## src/rtl/serial_adder_pkg.sv

```systemverilog
// Shared definitions for the bit-serial adder controller: state encoding and
// the default operand width.
package serial_adder_pkg;

    localparam int DEFAULT_WIDTH = 8;

    typedef enum logic [1:0] {
        IDLE = 2'd0,
        RUN  = 2'd1,
        DONE = 2'd2
    } state_e;

endpackage : serial_adder_pkg

```

## src/rtl/serial_adder_ctrl_if.sv

```systemverilog
// Request/response bundle between an add requester (master) and the
// serial adder controller (slave).
interface serial_adder_ctrl_if
    import serial_adder_pkg::*;
#(
    parameter int WIDTH = DEFAULT_WIDTH
);

    logic             start;
    logic [WIDTH-1:0] a;
    logic [WIDTH-1:0] b;
    logic             busy;
    logic             done;
    logic [WIDTH-1:0] sum;
    logic             cout;

    modport master (
        output start, a, b,
        input  busy, done, sum, cout
    );

    modport slave (
        input  start, a, b,
        output busy, done, sum, cout
    );

endinterface : serial_adder_ctrl_if

```

## src/rtl/half_adder.sv

```systemverilog
// One-bit half adder: sum is the XOR, carry is the AND of the two inputs.
module half_adder (
    input  logic a_i,
    input  logic b_i,
    output logic s_o,
    output logic c_o
);

    assign s_o = a_i ^ b_i;
    assign c_o = a_i & b_i;

endmodule : half_adder

```

## src/rtl/serial_fa_bit.sv

```systemverilog
// Combinational one-bit full adder built from two half adders and an OR.
// This cell is the entire datapath of the serial adder.
module serial_fa_bit (
    input  logic a_i,
    input  logic b_i,
    input  logic cin_i,
    output logic sum_o,
    output logic cout_o
);

    logic s1;
    logic c1;
    logic c2;

    half_adder u_ha1 (
        .a_i (a_i),
        .b_i (b_i),
        .s_o (s1),
        .c_o (c1)
    );

    half_adder u_ha2 (
        .a_i (s1),
        .b_i (cin_i),
        .s_o (sum_o),
        .c_o (c2)
    );

    // Both half-adder carries can never be high together, so OR is exact.
    assign cout_o = c1 | c2;

endmodule : serial_fa_bit

```

## src/rtl/serial_adder_ctrl.sv

```systemverilog
// Bit-serial adder controller. Adds two WIDTH-bit operands one bit per cycle
// through a single full-adder cell, LSB first. The result is assembled by
// shifting each bit in from the MSB side so that after WIDTH shifts bit 0
// lands in position 0. sum/cout are held from done until the next accept.
module serial_adder_ctrl
    import serial_adder_pkg::*;
#(
    parameter int WIDTH = DEFAULT_WIDTH
) (
    input  logic                 clk,
    input  logic                 rst_n,
    serial_adder_ctrl_if.slave   bus
);

    localparam int                 CNT_W    = $clog2(WIDTH + 1);
    localparam logic [CNT_W-1:0]   LAST_CNT = CNT_W'(WIDTH - 1);

    state_e             state_q, state_d;
    logic [CNT_W-1:0]   cnt_q;
    logic [WIDTH-1:0]   a_sh_q;
    logic [WIDTH-1:0]   b_sh_q;
    logic               carry_q;
    logic [WIDTH-1:0]   sum_q;
    logic [WIDTH-1:0]   sum_shift;
    logic               cout_q;
    logic               busy_q;
    logic               done_q;

    logic               accept;
    logic               run;
    logic               last_bit;
    logic               fa_sum;
    logic               fa_cout;

    serial_fa_bit u_fa (
        .a_i    (a_sh_q[0]),
        .b_i    (b_sh_q[0]),
        .cin_i  (carry_q),
        .sum_o  (fa_sum),
        .cout_o (fa_cout)
    );

    // Next-state decode and per-cycle control strobes.
    always_comb begin
        // NOTE: every combinational output gets a default first so no path
        // through the case leaves it unassigned, which would infer a latch.
        state_d  = state_q;
        accept   = 1'b0;
        run      = 1'b0;
        last_bit = 1'b0;
        unique case (state_q)
            IDLE: begin
                if (bus.start) begin
                    accept  = 1'b1;
                    state_d = RUN;
                end
            end
            RUN: begin
                run = 1'b1;
                if (cnt_q == LAST_CNT) begin
                    last_bit = 1'b1;
                    state_d  = DONE;
                end
            end
            DONE:    state_d = IDLE;
            default: state_d = IDLE;
        endcase
    end

    // State register plus registered busy/done decoded from the next state,
    // so both outputs come straight from flops and are glitch-free.
    always_ff @(posedge clk or negedge rst_n) begin
        if (!rst_n) begin
            state_q <= IDLE;
            busy_q  <= 1'b0;
            done_q  <= 1'b0;
        end else begin
            // NOTE: sequential state uses non-blocking assignments so every
            // flop samples pre-edge values regardless of statement order.
            state_q <= state_d;
            busy_q  <= (state_d == RUN);
            done_q  <= (state_d == DONE);
        end
    end

    // Bit counter: cleared on accept, advanced once per processed bit.
    always_ff @(posedge clk or negedge rst_n) begin
        if (!rst_n) begin
            cnt_q <= '0;
        end else if (accept) begin
            cnt_q <= '0;
        end else if (run) begin
            cnt_q <= cnt_q + 1'b1;
        end
    end

    // Operand shift registers: load on accept, shift right while running.
    always_ff @(posedge clk or negedge rst_n) begin
        if (!rst_n) begin
            a_sh_q <= '0;
            b_sh_q <= '0;
        end else if (accept) begin
            a_sh_q <= bus.a;
            b_sh_q <= bus.b;
        end else if (run) begin
            a_sh_q <= a_sh_q >> 1;
            b_sh_q <= b_sh_q >> 1;
        end
    end

    // Carry flop feeding the cell; cleared at the start of each operation.
    always_ff @(posedge clk or negedge rst_n) begin
        if (!rst_n) begin
            carry_q <= 1'b0;
        end else if (accept) begin
            carry_q <= 1'b0;
        end else if (run) begin
            carry_q <= fa_cout;
        end
    end

    // Result bit enters at the MSB; written this way so WIDTH=1 needs no
    // empty part-select.
    always_comb begin
        sum_shift            = sum_q >> 1;
        sum_shift[WIDTH-1]   = fa_sum;
    end

    // Result register and carry-out: cleared on accept, built during RUN,
    // carry-out captured on the last bit and then held.
    always_ff @(posedge clk or negedge rst_n) begin
        if (!rst_n) begin
            sum_q  <= '0;
            cout_q <= 1'b0;
        end else if (accept) begin
            sum_q  <= '0;
            cout_q <= 1'b0;
        end else if (run) begin
            sum_q <= sum_shift;
            if (last_bit) begin
                cout_q <= fa_cout;
            end
        end
    end

    assign bus.busy = busy_q;
    assign bus.done = done_q;
    assign bus.sum  = sum_q;
    assign bus.cout = cout_q;

endmodule : serial_adder_ctrl

```

## src/flat_wrapper.sv

```systemverilog
// flat-port wrapper written by rule: the top's interface ports become plain ports
module serial_adder_ctrl_flat import serial_adder_pkg::*;
#(
    parameter int WIDTH = DEFAULT_WIDTH
)
  (clk, rst_n, bus_start, bus_a, bus_b, bus_busy, bus_done, bus_sum, bus_cout);
  serial_adder_ctrl_if #(.WIDTH(WIDTH)) bus_i ();
  input  logic clk;
  input  logic rst_n;
  input wire logic [$bits(bus_i.start)-1:0] bus_start;
  input wire logic [$bits(bus_i.a)-1:0] bus_a;
  input wire logic [$bits(bus_i.b)-1:0] bus_b;
  output wire logic [$bits(bus_i.busy)-1:0] bus_busy;
  output wire logic [$bits(bus_i.done)-1:0] bus_done;
  output wire logic [$bits(bus_i.sum)-1:0] bus_sum;
  output wire logic [$bits(bus_i.cout)-1:0] bus_cout;
  assign bus_i.start = bus_start;
  assign bus_i.a = bus_a;
  assign bus_i.b = bus_b;
  assign bus_busy = bus_i.busy;
  assign bus_done = bus_i.done;
  assign bus_sum = bus_i.sum;
  assign bus_cout = bus_i.cout;
  serial_adder_ctrl #(.WIDTH(WIDTH)) u_core (.clk(clk), .rst_n(rst_n), .bus(bus_i));
endmodule
```

## config.mk

```make
export PLATFORM = sky130hd
export DESIGN_NAME = serial_adder_ctrl_flat
export DESIGN_NICKNAME = d
export VERILOG_FILES = /design/src/rtl/serial_adder_pkg.sv /design/src/rtl/serial_adder_ctrl_if.sv /design/src/rtl/half_adder.sv /design/src/rtl/serial_fa_bit.sv /design/src/rtl/serial_adder_ctrl.sv /design/src/flat_wrapper.sv
export SDC_FILE = /design/constraint.sdc
export NUM_CORES = 1
export LEC_CHECK = 0
export CAP_MARGIN = 20
export CORE_UTILIZATION = 51
export DETAILED_ROUTE_END_ITERATION = 10
export PLACE_DENSITY_LB_ADDON = 0.1
export SYNTH_ARGS = -nofsm -noshare
export SYNTH_HDL_FRONTEND = slang
export SYNTH_SLANG_ARGS = --single-unit
```

## constraint.sdc

```tcl
create_clock -name clk -period 1.5 [get_ports clk]
set_input_delay 0.3 -clock clk [delete_from_list [all_inputs] [get_ports clk]]
set_output_delay 0.3 -clock clk [all_outputs]
set_load 0.05 [all_outputs]
```

* After elaboration in Yosys (flattened, before gate mapping)
Cells that the tools add are included.
** Cells by class
- Reductions and logical operators :: 4
- Multiplexer cells :: 21
- $add $sub $neg :: 1
- Equal/unequal tests :: 4
- Bitwise logic cells :: 5
** Operator list (number)
- 8-bit two-way mux :: 6
- 1-bit two-way mux :: 10
- 4-bit two-way mux :: 2
- 4-bit by 1-bit adder with 4-bit output, second input constant :: 1
- 2-bit by 1-bit == test with 1-bit output, second input constant :: 2
- 4-bit by 3-bit == test with 1-bit output, second input constant :: 1
- 2-bit two-way mux :: 2
- 2-bit case mux with 2 select lines :: 1
- 2-bit nonzero test :: 2
- 1-bit bitwise AND :: 2
- 2-bit == test, second input constant :: 1
- 2-bit logical NOT :: 1
- 2-bit AND reduction :: 1
- 1-bit XOR :: 2
- 1-bit OR :: 1
** Word-level totals
- Logic and storage cells :: 44
- Bits in registers :: 34
- Output and inout bits :: 11
- Input bits :: 19

* Longest topological paths before layout
- Depth in word-level cells :: 6
- Depth in mapped cells :: 5
- Gate-level depth less buffers :: 4

* Cells and area by module
From an unflattened synthesis, not the netlist that was laid out.
** Unflattened totals
- Cell total of the unflattened synthesis :: 160
- Area, all modules :: 1493.9 µm²
** Modules (own cells, without submodules)
- serial_adder_ctrl :: instances 1, sequential area each 850.8 µm², cells an instance 157, area each 1462.7 µm²
- half_adder :: instances 2, sequential area each 0.0 µm², cells an instance 1, area each 12.5 µm²
- serial_fa_bit :: instances 1, sequential area each 0.0 µm², cells an instance 1, area each 6.3 µm²

* Worst setup path before layout
Ideal clock, no wire load.
- Path type :: register to register
- From :: register u_core.a_sh_q[0]
- To :: register u_core.cout_q, in the netlist u_core.bus.cout
- Path buffers :: 0
- Clock period less this slack :: 1.287 ns
- Setup time :: 0.069 ns
- Required time :: 1.431 ns
- Setup slack :: 0.213 ns
- Stages on the path, launching flop included :: 5
- Arrival :: 1.218 ns
- Cell sequence :: dfrtp_1 inv_1 fa_1 or3_1 nand3_1
** On the way
- Cells in the longest elaborated chain, start to end :: 6
- Elaborated cells on any way between the ends :: 7
- Those cells by class :: mux: 3; bitwise: 4
** Ends and longest elaborated chain
- from (decl) :: line serial_adder_ctrl.sv:20 : logic [WIDTH-1:0] a_sh_q;
- from (signal assigned) :: line serial_adder_ctrl.sv:103 : a_sh_q <= bus.a;
- from (signal assigned) :: line serial_adder_ctrl.sv:106 : a_sh_q <= a_sh_q >> 1;
- 1-bit XOR :: line half_adder.sv:9 : assign s_o = a_i ^ b_i;
- 1-bit bitwise AND :: line half_adder.sv:10 : assign c_o = a_i & b_i;
- 1-bit OR * :: line serial_fa_bit.sv:30 : assign cout_o = c1 | c2;
- 1-bit two-way mux * :: line serial_adder_ctrl.sv:140 : if (last_bit) begin
- 1-bit two-way mux * :: line serial_adder_ctrl.sv:138 : end else if (run) begin
- 1-bit two-way mux * :: line serial_adder_ctrl.sv:135 : end else if (accept) begin
- to (signal assigned) :: line serial_adder_ctrl.sv:141 : cout_q <= fa_cout;
- to (decl) :: line serial_adder_ctrl.sv:25 : logic cout_q;
Every way passes the cells marked *; elsewhere a longest branch is shown, timed or not. The select of a mux whose other input is x is not followed.
A chain may end at the register's enable or synchronous reset.

* Worst setup path after layout
- From :: register u_core.state_q[0]
- To :: register u_core.sum_q[1], in the netlist u_core.bus.sum[1]
** On the way
- Cells in the longest elaborated chain, start to end :: 3
- Elaborated cells on any way between the ends :: 6
- Those cells by class :: eq/ne: 1; mux: 3; reduce/logical: 2
** Ends and longest elaborated chain
- from (decl) :: line serial_adder_ctrl.sv:18 : state_e state_q, state_d;
- from (signal assigned) :: line serial_adder_ctrl.sv:80 : state_q <= state_d;
- 2-bit by 1-bit == test with 1-bit output / 2-bit logical NOT (equally long branches) :: line serial_adder_ctrl.sv:51 : unique case (state_q)
- 1-bit two-way mux :: line serial_adder_ctrl.sv:51
- 2-bit nonzero test (no line) / 8-bit two-way mux (equally long branches)
- to (signal assigned) :: line serial_adder_ctrl.sv:139 : sum_q <= sum_shift;
- to (decl) :: line serial_adder_ctrl.sv:23 : logic [WIDTH-1:0] sum_q;
Parallel ways exist; a longest one is shown, timed or not.

==> impl_metrics.toml <==
[cts]
clkSlewWorstSetupHoldPaths_ps = 110
cts_tree = "built"
cts_max_level = 2
post_cts_buffers = 0
clk_path_buf_depth = 2
post_cts_resized = 0
cts.sinks = 34
clkLatencyLatePin_ps = 340
cts_inserted_buffers = 5
hold_buffers = 0
cts_root_buf = "clkbuf_4"

[synth]
synth_top_area_share_pct = 53.3
seq_area_frac_synth_pct = 53.3
synthArstFlopShare_pct = 100
avgSynthCellArea_um2 = 11.7
syn_area_um2 = 1600
synth_ff_type = "dfrtp_1"
synth-seq-cells = 34
synth-compound-area-share_pct = 25.4
synth-simple-area-share_pct = 12.5
synth.mux.area_fraction_pct = 0.627
synth_xor_area_share_pct = 0
synth_adder_area_share_pct = 2.04
synth_top_area_cell = "dfrtp_1"
ys_warn_count = 0
synth_cell_types = 26
synthTopCellsByArea = "dfrtp_1 53%, a22oi_2 7.8%, o21ai_2 5.5%, a22o_1 4.9%, nand2_1 4.9%"
syn_nets = 157
synth-edff-count = 0
synth_top_family_by_area = "compound AO/OA/AOI/OAI gates"
synthCells = 136

[die]
io-pin-count = 30
die_x_um = 58.0
core_um2 = 2850
die_y_um = 58.0
die_area_um2 = 3360
start_util_pct = 56.0
rows = 19

[setup_path]
cp_slowest_cell = "dfrtp_1"
crit_arrival_ps = 1730
cp-endpoint = "u_core.bus.sum[1]$_DFFE_PN0P_"
critPathMaxStageDelay_ps = 600
cp-start-kind = "flip-flop"
required_ps = 1770
crit_fanout = 8
worstSetupStartpoint = "u_core.state_q[0]$_DFF_PN0_"
r2r-start = "u_core.state_q[0]$_DFF_PN0_"
critical_path_class = "flip-flop to flip-flop"
rr_worst_depth = 2
crit_path_end_kind = "flip-flop"
r2r_end = "u_core.bus.sum[1]$_DFFE_PN0P_"
reg2reg_slack_ps = 50
crit_chain = "nor2b_1 > a22o_1"

[hold_path]
hp-class = "input port to async pin"

[pwr]
peakVddDrop_mv = 1.00
leakage_nw = 0.943
power_density_nw_per_um2 = 2110

[route]
routedWlPerCell_um = 15.2
vias = 1182
vias_per_cell = 5.71
wl_um = 3150
drcViolationCount = 2
ant_nets = 0
drt_iter0_markers = 29
detail_route.first_pass.iterations = 7

[timing]
finalCritPeriodShare_pct = 96.8
slew_headroom_pct = 61.0
setup_viol = 0
worst_slack_ps = 47.8
finalCriticalPeriod_ps = 1450
clock_skew_ps = 17.5
rsz0062_at_grt = "no"
hold_violations = 0
tightestPinTransition_ps = 583
drv_slew = 0
max_freq_mhz = 689

[finish]
nets = 196
regArea_um2 = 851
drive_above_1_share_pct = 31.8
area_growth_syn_to_layout_pct = 33.2
antennaDiodeCount = 0
design_area_um2 = 2130
nFillCells = 216
multi_input_area_um2 = 648

[grt]
antenna_found_initial = 0
grt_pass1_wl_um = 5420
grt.overflow.total = 0
grt_pass1_vias = 1178
grt_use_total_pct = 22.1
grt_start_max_net_pins = 35

[run_status]
status = "complete, but fails checks"
violations = "design-rule violations"

[placed_design]
io_buffer_count = 29
gp_congestion = 0.728
pre_cts_ws_ps = -63.2
dp_hpwl_um = 2280
placed_area_um2 = 2060

[run]
cap_violations = 0
==> cell usage in the layout, fill, tap and decap left out, types with 2 or more instances in the layout <==
master | netlist | routed
nand3_1 | 5 | 5
inv_1 | 4 | 4
or3_1 | 2 | 2
buf_12 | 0 | 12
a22oi_1 | 4 | 4
clkbuf_4 | 0 | 5
a22oi_2 | 10 | 10
o21ai_0 | 9 | 9
and2b_1 | 2 | 2
a22o_1 | 9 | 9
dfrtp_1 | 34 | 34
nor2b_1 | 2 | 2
a21oi_1 | 4 | 4
clkdlybuf4s50_1 | 0 | 18
nand2_1 | 21 | 21
nor2_1 | 2 | 2
buf_4 | 4 | 12
o21ai_2 | 10 | 10
==> critical path, delay by kind of cell, from the launching register on <==
kind / cells / cell delay (ps)
simple gates: 1 / 550
compound gates: 1 / 240
flops: 1 / 600
==> logic make-up (layout without fill, tap and decap cells) <==
logic type | count (synthesis) | count (layout)
muxes | 1 | 1
buffers and inverters | 14 | 54
DFF | 34 | 34
adders and majority gates | 2 | 2
and+or+nand+nor | 38 | 38
AOI/OAI and AO/OA | 47 | 47
==> report_power, final <==
group,internal (mW),switching [mW]
clock network,0.225,0.306
registers,1.28,0.383
logic,1.15,1.15
==> Yosys cell counts (3+ instances only) <==
library cell,n
a21oi_1,4
a22o_1,9
a22oi_1,4
a22oi_2,10
buf_2,3
buf_4,4
dfrtp_1,34
inv_1,4
nand2_1,21
nand3_1,5
o21ai_0,9
o21ai_2,10
==> worst min path at each step <==
stage                                       from                            end  slack (ps)  cells past startpoint
floorplan                                  rst_n   u_core.a_sh_q[0]$_DFFE_PN0P_           4                      0
global placement      u_core.carry_q$_DFFE_PN0P_     u_core.carry_q$_DFFE_PN0P_         470                      2
detailed placement  u_core.b_sh_q[0]$_DFFE_PN0P_   u_core.b_sh_q[0]$_DFFE_PN0P_         480                      2
CTS                                        rst_n  u_core.bus.sum[6]$_DFFE_PN0P_         300                      2
global route                               rst_n  u_core.bus.sum[6]$_DFFE_PN0P_         330                      2
finish                                     rst_n  u_core.bus.sum[6]$_DFFE_PN0P_         310                      2
==> per-layer routing <==
metal	track usage (%)	wire length, um	part of all wire, %
met1	26.0	1340	43
met2	37.8	1590	51
met3	5.80	150	4.8
met4	10.2	59	1.9
met5	0	0	0
==> flip-flops by register name (all words and copies together) (netlist names) <==
name and count:
u_core.bus.busy 1, u_core.bus.done 1, u_core.cnt_q 4, u_core.bus.sum 8
u_core.a_sh_q 8, u_core.carry_q 1, u_core.bus.cout 1, u_core.b_sh_q 8
u_core.state_q 2
==> through the flow <==
stage	util, %	power (mW)	hold slack [ps]	TNS, ps	instances
6_report	74.6	4.49	310	0	207
5_1_grt	74.6	4.76	326	0	207
4_1_cts	74.6	4.53	302	0	207
3_5_place_dp	72.3	3.99	479	-531	199
3_3_place_gp	72.3	3.90	465	-151	199
2_1_floorplan	-	3.08	4.41	0	136
==> area by class of cell <==
class / instances / share of cell area, %
clock inverter: 2 / 0.588
clock buffer: 6 / 2.41
sequential: 34 / 40.0
multi-input combinational: 88 / 30.5
timing repair buffer: 42 / 24.0
tap: 31 / 1.82
inverter: 4 / 0.706
(Power assumes the default switching activity.)
